## src/rtl/chunk_adder_pkg.sv

```systemverilog
// Shared types and configuration checks for chunk_adder.
package chunk_adder_pkg;

  typedef enum logic [1:0] {
    IDLE,
    RUN,
    DONE
  } state_e;

  // Legal when the operand splits into a whole number of non-empty chunks.
  function automatic bit chunk_cfg_ok(input int width, input int chunk);
    return (chunk > 0) && (chunk <= width) && ((width % chunk) == 0);
  endfunction

endpackage

```

## src/rtl/chunk_adder_slice.sv

```systemverilog
// Combinational W-bit ripple-carry adder used as the per-cycle datapath of chunk_adder.
module adder_slice #(
  parameter int W = 4
) (
  input  logic [W-1:0] a,
  input  logic [W-1:0] b,
  input  logic         carryin,
  output logic [W-1:0] sum,
  output logic         carryout,
  output logic         carry_msb
);

  logic c;

  // NOTE: every variable written here gets a default first, so the block can never infer a latch.
  always_comb begin
    c         = carryin;
    sum       = '0;
    carry_msb = 1'b0;
    for (int i = 0; i < W; i++) begin
      if (i == W - 1) carry_msb = c;
      sum[i] = a[i] ^ b[i] ^ c;
      c      = (a[i] & b[i]) | (c & (a[i] ^ b[i]));
    end
    carryout = c;
  end

endmodule

```

## src/rtl/chunk_adder.sv

```systemverilog
// Multi-cycle adder processing CHUNK bits per clock, LSB chunk first.
// Define CHUNK_ADDER_SUBTRACT_EN to add the sub port (a-b via inverted b and carry-in 1).
module chunk_adder
  import chunk_adder_pkg::*;
#(
  parameter int WIDTH = 32,
  parameter int CHUNK = 4
) (
  input  logic             clk,
  input  logic             reset,
  input  logic             start_valid,
  output logic             start_ready,
  input  logic [WIDTH-1:0] a,
  input  logic [WIDTH-1:0] b,
`ifdef CHUNK_ADDER_SUBTRACT_EN
  input  logic             sub,
`endif
  output logic             result_valid,
  input  logic             result_ready,
  output logic [WIDTH-1:0] sum,
  output logic             carryout,
  output logic             overflow
);

  localparam int N     = WIDTH / CHUNK;
  localparam int IDX_W = (N > 1) ? $clog2(N) : 1;

  if (!chunk_cfg_ok(WIDTH, CHUNK)) begin : g_bad_cfg
    $error("chunk_adder: WIDTH must be a positive multiple of CHUNK");
  end

  state_e             state_q, state_d;
  logic [WIDTH-1:0]   a_q, a_d;
  logic [WIDTH-1:0]   b_q, b_d;
  logic               carry_q, carry_d;
  logic [IDX_W-1:0]   idx_q, idx_d;
  logic [WIDTH-1:0]   sum_q, sum_d;
  logic               carryout_q, carryout_d;
  logic               overflow_q, overflow_d;
  logic               start_ready_q, start_ready_d;
  logic               result_valid_q, result_valid_d;

  logic               sub_in;
  logic [CHUNK-1:0]   slice_a, slice_b, slice_sum;
  logic               slice_co, slice_cmsb;

`ifdef CHUNK_ADDER_SUBTRACT_EN
  assign sub_in = sub;
`else
  assign sub_in = 1'b0;
`endif

  assign slice_a = CHUNK'(a_q >> (int'(idx_q) * CHUNK));
  assign slice_b = CHUNK'(b_q >> (int'(idx_q) * CHUNK));

  adder_slice #(.W(CHUNK)) u_slice (
    .a        (slice_a),
    .b        (slice_b),
    .carryin  (carry_q),
    .sum      (slice_sum),
    .carryout (slice_co),
    .carry_msb(slice_cmsb)
  );

  always_comb begin
    state_d        = state_q;
    a_d            = a_q;
    b_d            = b_q;
    carry_d        = carry_q;
    idx_d          = idx_q;
    sum_d          = sum_q;
    carryout_d     = carryout_q;
    overflow_d     = overflow_q;
    start_ready_d  = start_ready_q;
    result_valid_d = result_valid_q;
    unique case (state_q)
      IDLE: begin
        if (start_valid && start_ready_q) begin
          a_d           = a;
          // Subtraction is a + ~b + 1; the +1 enters as the initial carry.
          b_d           = sub_in ? ~b : b;
          carry_d       = sub_in;
          idx_d         = '0;
          start_ready_d = 1'b0;
          state_d       = RUN;
        end
      end
      RUN: begin
        sum_d[int'(idx_q) * CHUNK +: CHUNK] = slice_sum;
        carry_d = slice_co;
        idx_d   = idx_q + 1'b1;
        if (idx_q == IDX_W'(N - 1)) begin
          carryout_d     = slice_co;
          overflow_d     = slice_cmsb ^ slice_co;
          result_valid_d = 1'b1;
          state_d        = DONE;
        end
      end
      DONE: begin
        if (result_ready) begin
          result_valid_d = 1'b0;
          start_ready_d  = 1'b1;
          state_d        = IDLE;
        end
      end
      default: state_d = IDLE;
    endcase
  end

  // NOTE: sequential state uses non-blocking assignments only, so every flop samples pre-edge values.
  always_ff @(posedge clk) begin
    if (reset) begin
      state_q        <= IDLE;
      a_q            <= '0;
      b_q            <= '0;
      carry_q        <= 1'b0;
      idx_q          <= '0;
      sum_q          <= '0;
      carryout_q     <= 1'b0;
      overflow_q     <= 1'b0;
      start_ready_q  <= 1'b1;
      result_valid_q <= 1'b0;
    end else begin
      state_q        <= state_d;
      a_q            <= a_d;
      b_q            <= b_d;
      carry_q        <= carry_d;
      idx_q          <= idx_d;
      sum_q          <= sum_d;
      carryout_q     <= carryout_d;
      overflow_q     <= overflow_d;
      start_ready_q  <= start_ready_d;
      result_valid_q <= result_valid_d;
    end
  end

  assign start_ready  = start_ready_q;
  assign result_valid = result_valid_q;
  assign sum          = sum_q;
  assign carryout     = carryout_q;
  assign overflow     = overflow_q;

endmodule

```

## config.mk

```make
export PLATFORM = sky130hd
export DESIGN_NAME = chunk_adder
export DESIGN_NICKNAME = d
export VERILOG_FILES = /design/src/rtl/chunk_adder_pkg.sv /design/src/rtl/chunk_adder_slice.sv /design/src/rtl/chunk_adder.sv
export SDC_FILE = /design/constraint.sdc
export NUM_CORES = 1
export LEC_CHECK = 0
export CAP_MARGIN = 10
export CORE_AREA = 2 2 100 102
export CTS_CLUSTER_DIAMETER = 200
export DETAILED_ROUTE_END_ITERATION = 10
export DIE_AREA = 0 0 102 104
export HOLD_SLACK_MARGIN = 0.03
export PLACE_DENSITY = 0.78
export SLEW_MARGIN = 5
export SYNTH_ARGS = -nofsm -noshare
export SYNTH_HDL_FRONTEND = slang
export SYNTH_HIERARCHICAL = 1
export SYNTH_SLANG_ARGS = --single-unit
```

## constraint.sdc

```tcl
create_clock -name clk -period 3.7 [get_ports clk]
set_input_delay 0.74 -clock clk [delete_from_list [all_inputs] [get_ports clk]]
set_output_delay 0.74 -clock clk [all_outputs]
set_load 0.03 [all_outputs]
```

==> qor.csv <==
metric,value,unit
wl_per_cell,14.1,um
cpMaxStageDelayCell,fa_1,
clkTransAtPathRegs,0.10,ns
num_vias,3930,
wl,10700,um
drtPass1Iterations,4,
path_class,flop to flop,
period_minus_slack,3.35,ns
drtIter0Drc,195,
initial_core_util,50.0,%
synth-seq-cells,106,
outcome,finished clean,
clock_skew,0.00985,ns
ctsResizeCount,0,
io_pins,104,
postLayoutCoreUtil,63.9,%
crit_arrival,3.65,ns
finalSetupViolCount,0,
overflow,0,
hp-class,flop to flop,
syn_nets,620,
place_congestion,0.800,
synth_async_sr_flop_share,0,%
finalHoldViolations,0,
fin_nets,703,
cp_cell_sequence,buf_4 > mux4_2 > nand2_1 > nand2_1 > fa_1 > inv_1 > fa_1 > fa_1 > inv_1 > fa_1 > nand4_1 > mux2i_1,
crit_buf_inv,3,
antenna_found_initial,0,
synth_top_area_share,44.4,%
cp_top_family,adder cells,
power_density,377,mW/mm^2
slew_viol_final,0,
leakage,2.22,nW
core_area,0.00955,mm^2
total_power,0.00230,W
die_h,104,um
holdWs,0.459,ns
maxCapViolCount,0,
grt_pass1_vias,3849,
start_kind,flop,
viasPerCell,5.16,
grt_first_pass_wirelength,17900,um
die_x,102,um
syn_avg_cell_area,8.83,um^2
cts_setup_buffers,0,
cts_buffers,9,
place_hpwl,7870,um
ir_drop,0.221,mV
cts-root-buf,clkbuf_8,
insertion_delay,0.37,ns
maxSlewHeadroom,48.9,%
clock_path_buffers,2,
yosys_warnings,6,
final_antenna_net_count,0,
port_buffers,103,
netlist_instances,541,
synthesis.area,0.00477,mm^2
post-synth-top-area-cell,dfxtp_1,
cp_common_cell,fa_1,
endpoint_kind,flop,
crit_path_max_fanout,8,
rsz0062_at_grt,no,
antenna_cells,0,
cts_hold_buffers,0,
cts-htree-levels,3,
cpPeakStageDelay,0.62,ns
layout_worst_path_cycle_share,90.7,%
rows,36,
worstMarginPinSlew,0.766,ns
die-area,0.0106,mm^2
fmax,298,MHz
cp.required,4.00,ns
synthTopCellsByArea,"dfxtp_1 44%, nand2_1 13%, a21oi_1 7.7%",
cts_num_sinks,106,
dp_cells,746,
grtUsageTotal,20.9,%
cts_tree,yes,
grt_start_max_net_pins,72,
seq_area_frac_synth,44.4,%
setup_tns,0,ns
synthFlopType,dfxtp_1,
area_growth,27.8,%
layout.cells.non_filler,762,
drc_errors,0,
drive_above_1_share,7.31,%
synth_edf_count,0,
yosysUniqueCellTypes,33,
==> layout make-up <==
cell class | instances | area, um^2
clock buffers | 9 | 124
clock inverters | 7 | 76.3
fillers | 839 | 3450
inverters | 11 | 41.3
multi-input cells | 385 | 2470
flip-flops and latches | 106 | 2120
well taps | 133 | 166
repair buffers | 111 | 1100
==> where the power goes <==
| part | internal, W | switching [W] |
|---|---|---|
| clock | 0.000318 | 0.000403 |
| combinational | 0.000172 | 0.000186 |
| sequential | 0.00119 | 0.0000326 |
==> through the flow <==
step / area [um^2] / worst slack (ns)
2_1_floorplan: 4770 / 0.589
3_3_place_gp: 5900 / 0.503
3_5_place_dp: 5900 / 0.406
4_1_cts: 6100 / 0.359
5_1_grt: 6100 / 0.0724
6_report: 6100 / 0.345
==> cell usage in the layout, fill, tap and decap left out, types with 3 or more instances in the layout <==
cell type / instances
nand2_1: 162
dfxtp_1: 106
clkdlybuf4s50_1: 102
a21oi_1: 73
nand2b_1: 40
mux2i_1: 32
nand3_1: 17
mux4_2: 13
inv_1: 10
clkbuf_8: 9
ha_1: 7
buf_4: 7
nor2b_1: 5
nor2_1: 5
nand4_1: 5
fa_1: 4
mux4_1: 3
nand4b_1: 3
nor3_2: 3
==> registers in the layout, summed over array words and instances, names as in the netlist <==
signal and flops:
state_q 2, overflow 1, sum 32, carryout 1
start_ready 1, result_valid 1, b_q 32, carry_q 1
idx_q 3, a_q 32
==> Yosys cell counts, types with 2 or more instances <==
| cell type | number |
|---|---|
| dfxtp_1 | 106 |
| a21oi_1 | 73 |
| nand4_1 | 5 |
| inv_1 | 10 |
| nand2_1 | 162 |
| buf_1 | 3 |
| ha_1 | 7 |
| nor3_1 | 2 |
| fa_1 | 4 |
| nor2b_1 | 5 |
| nand2b_1 | 40 |
| mux4_1 | 3 |
| nor3_2 | 3 |
| mux2i_1 | 32 |
| nor2_1 | 5 |
| clkbuf_1 | 23 |
| nand3_1 | 17 |
| mux4_2 | 13 |
| buf_2 | 12 |
| nand4b_1 | 3 |
==> path summary, 6_finish.rpt <==
check | from | endpoint | slack (ns) | depth (start not counted)
setup / recovery | idx_q[0]$_SDFFE_PP0P_ | sum[7]$_SDFFE_PP0P_ | 0.35 | 12
hold / removal | a_q[13]$_SDFFE_PP0P_ | a_q[13]$_SDFFE_PP0P_ | 0.46 | 2
setup reg to reg | idx_q[0]$_SDFFE_PP0P_ | sum[7]$_SDFFE_PP0P_ | 0.35 | 12
hold reg to reg | a_q[13]$_SDFFE_PP0P_ | a_q[13]$_SDFFE_PP0P_ | 0.46 | 2
==> layer usage <==
metal	routed length [um]	vias to the layer above	global-route usage, %	share of wire (%)
met5	0	-	0	0
met4	156	0	6.29	1.5
met3	436	16	3.16	4.1
met2	5330	109	35.9	50
met1	4820	1833	27.0	45
li1	-	1972	-	-
==> cells by family (layout without fill, tap and decap cells) <==
kind of cell,count (synthesis),in the layout,synth area share (%)
compound gates,76,76,8.15
xor+xnor,1,1,0.183
fa+ha+maj,11,11,3.51
buf+inv,50,138,4.40
flops,106,106,44.4
mux,48,48,14.5
simple gates,249,249,24.8
==> tightest hold or removal path, cell delays in order, from the launching register on <==
cell and delay [ns]:
dfxtp_1 0.32, nand2_1 0.05, a21oi_1 0.05
Note: power is estimated with default switching activity, not from simulation.
